$ cat config.mk
export PLATFORM = sky130hd
export DESIGN_NAME = fetch_unit_flat
export DESIGN_NICKNAME = d
export VERILOG_FILES = /design/src/rtl/fetch_unit_if.sv /design/src/rtl/fetch_unit.sv /design/src/flat_wrapper.sv
export SDC_FILE = /design/constraint.sdc
export NUM_CORES = 1
export LEC_CHECK = 0
export ABC_AREA = 0
export CORE_UTILIZATION = 51
export DETAILED_ROUTE_END_ITERATION = 12
export PLACE_DENSITY = 0.88
export SLEW_MARGIN = 20
export SYNTH_ARGS = -nofsm -noshare
export SYNTH_HDL_FRONTEND = slang
export SYNTH_SLANG_ARGS = --single-unit
$ cat constraint.sdc
create_clock -name clk -period 8.2 [get_ports clk]
set_input_delay 1.64 -clock clk [delete_from_list [all_inputs] [get_ports clk]]
set_output_delay 1.64 -clock clk [all_outputs]
set_load 0.05 [all_outputs]
$ cat src/rtl/fetch_unit_if.sv
// -----------------------------------------------------------------------------
// fetch_unit_if -- instruction memory read bus between the fetch unit and imem.
//
// Signals:
//   imem_req    fetch unit -> imem : read request
//   imem_addr   fetch unit -> imem : word-aligned read address
//   imem_ack    imem -> fetch unit : read data valid this cycle
//   imem_rdata  imem -> fetch unit : instruction word
//
// Modports:
//   master : fetch unit side (drives request/address)
//   slave  : memory side (drives ack/data)
// -----------------------------------------------------------------------------
interface fetch_unit_if;
    logic        imem_req;
    logic [31:0] imem_addr;
    logic        imem_ack;
    logic [31:0] imem_rdata;

    modport master (
        output imem_req,
        output imem_addr,
        input  imem_ack,
        input  imem_rdata
    );

    modport slave (
        input  imem_req,
        input  imem_addr,
        output imem_ack,
        output imem_rdata
    );
endinterface

$ cat src/rtl/fetch_unit.sv
// -----------------------------------------------------------------------------
// fetch_unit -- instruction fetch stage.
//
// Requests one instruction word at a time from instruction memory, holds it
// (with its pc) until the decoder consumes it, then computes the next fetch
// address from the control-flow resolution presented with the handshake
// (sequential, jal/j, jr, bne). A request that waits IMEM_TIMEOUT cycles
// without imem_ack parks the unit in an error state until reset.
//
// Optional feature (macro FETCH_PREFETCH_EN): a one-entry prefetch register
// fetches the pc+4 word while an instruction is being held, so a sequential
// handshake can present the next instruction without another imem access.
// Default build (macro undefined): no prefetch.
//
// Ports:
//   clk, rst_n         clock, synchronous active-low reset
//   imem               fetch_unit_if.master (imem_req/addr out, ack/rdata in)
//   instr, pc          held instruction and its address
//   pc_plus4           pc + 4 (combinational), jal link value
//   instr_valid        instr/pc hold a fetched instruction
//   instr_ready        decoder consumes instr this cycle
//   resolve_valid, jmp, branch, branch_taken, imm16, target26, rs_val
//                      control-flow resolution for the consumed instruction
//   fetch_err          sticky imem_ack timeout flag
// -----------------------------------------------------------------------------
module fetch_unit #(
    parameter logic [31:0] RESET_PC     = 32'h0000_0000,
    parameter int unsigned IMEM_TIMEOUT = 8
) (
    input  logic                clk,
    input  logic                rst_n,
    fetch_unit_if.master        imem,
    output logic [31:0]         instr,
    output logic                instr_valid,
    input  logic                instr_ready,
    output logic [31:0]         pc,
    output logic [31:0]         pc_plus4,
    input  logic                resolve_valid,
    input  logic [1:0]          jmp,
    input  logic                branch,
    input  logic                branch_taken,
    input  logic [15:0]         imm16,
    input  logic [25:0]         target26,
    input  logic [31:0]         rs_val,
    output logic                fetch_err
);

    localparam int unsigned CNT_W = $clog2(IMEM_TIMEOUT + 1);
    localparam logic [CNT_W-1:0] CNT_LAST = CNT_W'(IMEM_TIMEOUT - 1);

    typedef enum logic [1:0] {
        S_REQ  = 2'd0,
        S_HOLD = 2'd1,
        S_ERR  = 2'd2
    } state_e;

    state_e             state_q,     state_d;
    logic [31:0]        fetch_pc_q,  fetch_pc_d;
    logic [31:0]        pc_q,        pc_d;
    logic [31:0]        instr_q,     instr_d;
    logic               valid_q,     valid_d;
    logic               err_q,       err_d;
    logic [CNT_W-1:0]   cnt_q,       cnt_d;
    logic               req_q,       req_d;
    logic [31:0]        addr_q,      addr_d;
`ifdef FETCH_PREFETCH_EN
    logic               pf_valid_q,  pf_valid_d;
    logic [31:0]        pf_data_q,   pf_data_d;
`endif

    logic               handshake_s;
    logic [31:0]        next_pc_s;
    logic [31:0]        br_off_s;

    assign pc_plus4    = pc_q + 32'd4;
    assign handshake_s = valid_q & instr_ready;
    assign br_off_s    = {{14{imm16[15]}}, imm16, 2'b00};

    // Next fetch address for the instruction being consumed; jumps win over bne.
    always_comb begin
        next_pc_s = pc_plus4;
        if (resolve_valid) begin
            case (jmp)
                2'b01, 2'b10: next_pc_s = {pc_plus4[31:28], target26, 2'b00};
                2'b11:        next_pc_s = rs_val & 32'hFFFF_FFFC;
                default: begin
                    if (branch && branch_taken) begin
                        next_pc_s = pc_plus4 + br_off_s;
                    end else begin
                        next_pc_s = pc_plus4;
                    end
                end
            endcase
        end else begin
            next_pc_s = pc_plus4;
        end
    end

    // FSM next-state and datapath next values.
    always_comb begin
        state_d    = state_q;
        fetch_pc_d = fetch_pc_q;
        pc_d       = pc_q;
        instr_d    = instr_q;
        valid_d    = valid_q;
        err_d      = err_q;
        cnt_d      = cnt_q;
`ifdef FETCH_PREFETCH_EN
        pf_valid_d = pf_valid_q;
        pf_data_d  = pf_data_q;
`endif
        case (state_q)
            S_REQ: begin
                if (imem.imem_ack) begin
                    instr_d = imem.imem_rdata;
                    pc_d    = fetch_pc_q;
                    valid_d = 1'b1;
                    state_d = S_HOLD;
                end else if (cnt_q == CNT_LAST) begin
                    cnt_d   = cnt_q + CNT_W'(1);
                    err_d   = 1'b1;
                    state_d = S_ERR;
                end else begin
                    cnt_d   = cnt_q + CNT_W'(1);
                end
            end
            S_HOLD: begin
                if (handshake_s) begin
                    fetch_pc_d = next_pc_s;
`ifdef FETCH_PREFETCH_EN
                    // Sequential flow with the pc+4 word already captured:
                    // present it straight away, skipping the imem round trip.
                    if (pf_valid_q && (next_pc_s == pc_plus4)) begin
                        instr_d = pf_data_q;
                        pc_d    = pc_plus4;
                        valid_d = 1'b1;
                        state_d = S_HOLD;
                    end else begin
                        valid_d = 1'b0;
                        cnt_d   = {CNT_W{1'b0}};
                        state_d = S_REQ;
                    end
                    pf_valid_d = 1'b0;
`else
                    valid_d = 1'b0;
                    cnt_d   = {CNT_W{1'b0}};
                    state_d = S_REQ;
`endif
                end else begin
`ifdef FETCH_PREFETCH_EN
                    if (req_q && imem.imem_ack) begin
                        pf_valid_d = 1'b1;
                        pf_data_d  = imem.imem_rdata;
                    end else begin
                        pf_valid_d = pf_valid_q;
                    end
`endif
                    state_d = S_HOLD;
                end
            end
            S_ERR: begin
                state_d = S_ERR;
            end
            default: begin
                // Unreachable encoding: park safely and flag it.
                valid_d = 1'b0;
                err_d   = 1'b1;
                state_d = S_ERR;
            end
        endcase
    end

    // Registered imem request/address derived from the next state.
    always_comb begin
        req_d  = 1'b0;
        addr_d = fetch_pc_d;
        if (state_d == S_REQ) begin
            req_d  = 1'b1;
            addr_d = fetch_pc_d;
        end else begin
`ifdef FETCH_PREFETCH_EN
            if ((state_d == S_HOLD) && !pf_valid_d) begin
                req_d  = 1'b1;
                addr_d = pc_d + 32'd4;
            end else begin
                req_d  = 1'b0;
                addr_d = addr_q;
            end
`else
            req_d  = 1'b0;
            addr_d = addr_q;
`endif
        end
    end

    // State registers with synchronous active-low reset.
    always_ff @(posedge clk) begin
        if (!rst_n) begin
            state_q    <= S_REQ;
            fetch_pc_q <= RESET_PC;
            pc_q       <= RESET_PC;
            instr_q    <= 32'h0000_0000;
            valid_q    <= 1'b0;
            err_q      <= 1'b0;
            cnt_q      <= {CNT_W{1'b0}};
            req_q      <= 1'b1;
            addr_q     <= RESET_PC;
`ifdef FETCH_PREFETCH_EN
            pf_valid_q <= 1'b0;
            pf_data_q  <= 32'h0000_0000;
`endif
        end else begin
            state_q    <= state_d;
            fetch_pc_q <= fetch_pc_d;
            pc_q       <= pc_d;
            instr_q    <= instr_d;
            valid_q    <= valid_d;
            err_q      <= err_d;
            cnt_q      <= cnt_d;
            req_q      <= req_d;
            addr_q     <= addr_d;
`ifdef FETCH_PREFETCH_EN
            pf_valid_q <= pf_valid_d;
            pf_data_q  <= pf_data_d;
`endif
        end
    end

    // req_q reloads to 1 under reset so the first post-reset cycle requests;
    // gating with rst_n keeps the bus quiet while reset is asserted.
    assign imem.imem_req  = req_q & rst_n;
    assign imem.imem_addr = addr_q;
    assign instr          = instr_q;
    assign instr_valid    = valid_q;
    assign pc             = pc_q;
    assign fetch_err      = err_q;

endmodule

$ cat src/flat_wrapper.sv
// flat-port wrapper written by rule: the top's interface ports become plain ports
module fetch_unit_flat 
#(
    parameter logic [31:0] RESET_PC     = 32'h0000_0000,
    parameter int unsigned IMEM_TIMEOUT = 8
)
  (clk, rst_n, instr, instr_valid, instr_ready, pc, pc_plus4, resolve_valid, jmp, branch, branch_taken, imm16, target26, rs_val, fetch_err, imem_imem_req, imem_imem_addr, imem_imem_ack, imem_imem_rdata);
  fetch_unit_if imem_i ();
  input  logic clk;
  input  logic rst_n;
  output logic [31:0] instr;
  output logic instr_valid;
  input  logic instr_ready;
  output logic [31:0] pc;
  output logic [31:0] pc_plus4;
  input  logic resolve_valid;
  input  logic [1:0] jmp;
  input  logic branch;
  input  logic branch_taken;
  input  logic [15:0] imm16;
  input  logic [25:0] target26;
  input  logic [31:0] rs_val;
  output logic fetch_err;
  output wire logic [$bits(imem_i.imem_req)-1:0] imem_imem_req;
  output wire logic [$bits(imem_i.imem_addr)-1:0] imem_imem_addr;
  input wire logic [$bits(imem_i.imem_ack)-1:0] imem_imem_ack;
  input wire logic [$bits(imem_i.imem_rdata)-1:0] imem_imem_rdata;
  assign imem_imem_req = imem_i.imem_req;
  assign imem_imem_addr = imem_i.imem_addr;
  assign imem_i.imem_ack = imem_imem_ack;
  assign imem_i.imem_rdata = imem_imem_rdata;
  fetch_unit #(.RESET_PC(RESET_PC), .IMEM_TIMEOUT(IMEM_TIMEOUT)) u_core (.clk(clk), .rst_n(rst_n), .imem(imem_i), .instr(instr), .instr_valid(instr_valid), .instr_ready(instr_ready), .pc(pc), .pc_plus4(pc_plus4), .resolve_valid(resolve_valid), .jmp(jmp), .branch(branch), .branch_taken(branch_taken), .imm16(imm16), .target26(target26), .rs_val(rs_val), .fetch_err(fetch_err));
endmodule
* Yosys cells after proc, flatten, opt, wreduce, memory -nomap -nowiden
Cells that the tools add are included.
Word-level totals: flip-flop bits (word level) 137, input bits 115, output and inout bits 131, logic and storage cells 55
Operators by class: add/subtract/negate cells 3, equal/unequal tests 10, multiplexer cells 19, bitwise operators 4, reduce and logical (&&, ||, !) cells 10
Operator list (count):
- $mux W32 | 4
- $pmux W32 S2 | 1
- $add A32 B3 Y32 const B | 1
- $add A32 B32 Y32 | 1
- $reduce_and A3 Y1 | 3
- $mux W4 | 2
- $pmux W4 S2 | 1
- $eq A2 B2 Y1 const B | 3
- $mux W1 | 6
- $add A4 B1 Y4 const B | 1
- $eq A2 B1 Y1 const B | 2
- $eq A4 B3 Y1 const B | 1
- $logic_not A2 Y1 | 2
- $mux W2 | 2
- $ne A2 B1 Y1 const B | 2
- $ne A2 B2 Y1 const B | 2
- $pmux W2 S2 | 1
- $reduce_or A2 Y1 | 2
- $pmux W1 S3 | 1
- $and A1 B1 Y1 | 2
- $not A1 Y1 | 2
- $pmux W1 S2 | 1
- $reduce_and A2 Y1 | 1
- $reduce_bool A2 Y1 | 1
- $logic_and A1 B1 Y1 | 1

* Longest topological paths before layout
depth in word-level cells 7, mapped depth 17, depth with buffers taken out 16

* Worst setup path after synthesis
No wires, ideal clock.
path kind register to register, start register u_core.pc_q[2] (netlist: u_core.pc[2]), end register u_core.addr_q[22] (netlist: u_core.imem.imem_addr[22]), setup time 0.070 ns, arrival 4.644 ns, required time 8.130 ns, slack 3.485 ns, cell stages (with the launch flop) 16, buffers on the path 1, clock period less this slack 4.715 ns, path through dfxtp_1 -> ha_1 -> and4_1 -> and3_1 -> nand2_1 -> xnor2_1 -> ha_1 -> buf_2 -> a21o_1 -> a21o_1 -> or3_1 -> o21ba_1 -> xor2_1 -> a221oi_1 -> or3_1 -> a21oi_1
On the way: word-level cells in the longest chain between the ends 7
RTL lines:
- from (decl) | RTL line fetch_unit.sv:59 | logic [31:0] pc_q, pc_d;
- from (signal assigned) | RTL line fetch_unit.sv:215 | pc_q <= pc_d;
- $add A32 B3 Y32 | RTL line fetch_unit.sv:75 | assign pc_plus4 = pc_q + 32'd4;
- via pc_plus4[16] | RTL line flat_wrapper.sv:15 | output logic [31:0] pc_plus4;
- $add A32 B32 Y32 | RTL line fetch_unit.sv:88 | next_pc_s = pc_plus4 + br_off_s;
- $mux W32 | RTL line fetch_unit.sv:87 | if (branch && branch_taken) begin
- $pmux W32 S2 | RTL line fetch_unit.sv:83 | case (jmp)
- $mux W32 | RTL line fetch_unit.sv:82 | if (resolve_valid) begin
- $mux W32 | RTL line fetch_unit.sv:128 | if (handshake_s) begin
- $mux W32 | RTL line fetch_unit.sv:112 | case (state_q)
- to (signal assigned) | RTL line fetch_unit.sv:221 | addr_q <= addr_d;
- to (decl) | RTL line fetch_unit.sv:65 | logic [31:0] addr_q, addr_d;
The timed path passes the listed nets, and every way through them passes these cells. A chain may end at the register's enable or synchronous reset.

* Worst setup path in the final report
start register u_core.pc_q[2] (netlist: u_core.pc[2]), end output port pc_plus4[26]
On the way: word-level cells in the longest chain between the ends 1
RTL lines (RTL line):
- $add A32 B3 Y32 | fetch_unit.sv:75
- to (decl) | flat_wrapper.sv:15
No other way between the ends.

==> metrics.md <==
| Metric | Value |
|---|---|
| Yosys top cell by area | `dfxtp_1` |
| Cells after synthesis | `1,042` |
| H-tree Lvls | `4` |
| Number of I/O port buffers | `243` |
| TritonCTS clock tree | `done` |
| Setup Fix Bufs, Post-CTS | `0` |
| Routed wire length | `29.5 mm` |
| Final Non-Filler Cells | `1,473` |
| NetSw | `870 uW` |
| Die height | `127 um` |
| Switching share of power | `35.4%` |
| Total GRT Usage | `36.3%` |
| Leak pwr | `0.00452 uW` |
| Hold Path Class | `reg2reg` |
| Nets | `1,407` |
| Drt first pass iters | `8` |
| Num CTS Buffers | `17` |
| Die width | `127 um` |
| Bufs on Longest Clock Path | `2` |
| Tot Pwr | `2460 uW` |
| Crit-path max FO | `7` |
| CTS Hold Bufs | `0` |
| First-pass GRT wire length | `45.5 mm` |
| RSZ-0062 raised after global routing | `no` |
| Max frequency | `0.195 GHz` |
| I/O Pins | `246` |
| Full die area | `0.0162 mm2` |
| Number of synthesized flops with an enable pin | `0` |
| Final core utilization | `73.4%` |
| Slew @ Worst Pin | `1.04 ns` |
| GRT overflow | `0` |
| WL/cell | `20.0 um` |
| Largest net degree at the start of global routing | `91` |
| # setup viols final | `0` |
| Share of layout cells above drive strength 1 | `4.68%` |
| Ranking of synthesized cells by area | `dfxtp_1 (34%), nand2_1 (8.9%), a21oi_1 (8.5%)` |
| Via count | `8,954` |
| CTS Sinks | `137` |
| Asr flop ratio synth | `0%` |
| RD Place Congestion | `1.01` |
| Netlist cell types | `68` |
| Max-Cap Viols | `0` |
| Hold_ws | `0.451 ns` |
| Ant diodes | `0` |
| Number of global-route vias before repair | `8,426` |
| Clk slew on worst S/H paths | `0.06 ns` |
| Residual DRC | `0` |
| Initial antenna violation count | `0` |
| Outcome | `finished, final reports clean` |
| Sequential fraction of the synthesis area | `34.3%` |
| Fillers | `1,157` |
| Post-route clock skew | `0.00807 ns` |
| Peak VDD IR | `192 uV` |
| Pwr Density | `219 mW/mm2` |
| Slew Viols, Final | `0` |
| Root buf cell | `clkbuf_16` |
| Cell Area, Synth | `0.00801 mm2` |
| Critical path class | `reg2out` |
| Top cell type's share of synthesized area | `34.3%` |
| Initial core utilization | `52.5%` |
| Endpoints failing hold | `0` |
| CP arrival | `3.50 ns` |
| Num rows | `45` |
| Synth-to-Final Area Change | `40.0%` |
| Avg Cell Area, Syn | `7.68 um2` |
| Data required, critical path | `6.56 ns` |
| Setup_tns | `0 ns` |
| Slew headroom | `29.1%` |
| Ys Warns | `0` |
| Hold path start | `u_core.fetch_pc_q[23]` |
| Comb pwr share | `32.3%` |
| HPWL after DPL | `20.9 mm` |
| Min cycle time layout | `5.14 ns` |
| Clock share of power | `35.7%` |
| Ys flop type | `dfxtp_1` |
| Worst setup SP type | `flip-flop` |
| Antenna-violating nets left | `0` |
| Setup crit start | `u_core.pc[2]` |
| Core ar. | `0.0153 mm2` |
| Clk Latency, worst-skew pair | `0.42 ns` |
| Reg-to-Reg Start | `u_core.pc[4]` |
| Detailed Route Iter0 Violations | `882` |
| Int Pwr | `1590 uW` |
| Number of cells upsized or downsized after cts | `0` |
| Number of synthesized register bits | `137` |
| Placed instance count | `1,441` |
| Sequential Power Share | `31.9%` |
| Via/cell ratio | `6.08` |
| Fin crit share | `62.6%` |
| Post-synth net total | `1,200` |
| CP endpoint kind | `primary output` |
critical path: stages (launching register included):
cell             delay, ns
dfxtp_1               0.49
ha_1                  0.26
and4_1                0.32
nand2_1               0.12
nor2_1                0.40
nand2_1               0.13
xnor2_1               0.45
clkdlybuf4s50_1       0.90
flip-flops by register name, summed over array words and instances, names as in the netlist:
register,cells
u_core.pc,32
u_core.fetch_err,1
u_core.imem.imem_addr,32
u_core.fetch_pc_q,32
u_core.state_q,2
u_core.instr,32
u_core.cnt_q,4
u_core.req_q,1
u_core.instr_valid,1
cell usage in the layout (no fill, tap or decap), types with 8 or more instances in the layout:
master,netlist,layout
nand4_1,15,15
nor2_1,74,73
a22oi_1,8,8
clkbuf_16,0,17
buf_4,2,11
xnor2_1,29,29
xor2_1,23,23
dfxtp_1,137,137
inv_1,21,21
nand2_1,190,189
o21ai_0,54,54
nor3_1,21,21
and2_1,12,11
nand3_1,23,23
a21o_1,24,24
clkdlybuf4s50_1,0,243
a21oi_1,136,136
a221oi_1,17,17
ha_1,42,42
and3_1,20,20
o22a_1,8,8
o22ai_1,8,8
per-stage QoR:
stage	setup slack [ns]	cell area [um2]
finish	3.06	11200
CTS	3.14	11200
detailed placement	2.90	10500
global route	2.93	11200
global placement	2.89	10500
floorplan	3.49	8010
logic make-up (layout without fill, tap and decap cells):
logic type | after synthesis | count (layout) | share of synthesized area, %
xor+xnor | 53 | 53 | 5.89
buf+inv | 88 | 308 | 4.35
simple gates | 389 | 389 | 22.1
mux | 5 | 5 | 0.625
flops | 137 | 137 | 34.3
compound gates | 327 | 327 | 25.9
fa+ha+maj | 43 | 43 | 6.81
power by group through the flow:
stage / Sequential [uW] / Clock [uW] / Combinational [uW]
CTS: 784 / 882 / 788
floorplan: 1010 / 0 / 288
finish: 785 / 878 / 795
global route: 792 / 910 / 839
global placement: 794 / 0 / 768
detailed placement: 796 / 0 / 778
metal layers:
| layer | wire length, um | GRT usage, % |
|---|---|---|
| met2 | 14100 | 61.1 |
| met4 | 1250 | 18.4 |
| met1 | 11800 | 43.7 |
| met5 | 0 | 0 |
| met3 | 2420 | 7.66 |
final cells by class:
cell class	instances	area, um2	area share [%]
clock inverters	14	243	2.17
clock buffers	18	439	3.92
inverters	22	82.6	0.737
well taps	211	264	2.36
flip-flops and latches	137	2740	24.5
repair buffers	254	2510	22.4
multi-input cells	817	4920	43.9
synth_stat cells (all sizes together) (7+ instances only):
library cell	instances
clkbuf	56
nand3	23
nor4	7
o22ai	8
dfxtp	137
nand4	16
ha	42
nand2	190
a221oi	19
and3	20
a21oi	136
nor3	21
inv	22
and2	12
xor2	24
xnor2	29
nor2	74
a22oi	8
buf	10
o22a	8
o21ai	55
a21o	24
worst paths after layout:
| check | to | slack [ns] | depth (start not counted) |
|---|---|---|---|
| min reg2reg | u_core.pc[23] | 0.45 | 2 |
| max | pc_plus4[26] | 3.06 | 7 |
| min | u_core.pc[23] | 0.45 | 2 |
| max reg2reg | u_core.imem.imem_addr[28] | 3.67 | 14 |
Power figures use the tool's default switching activity.
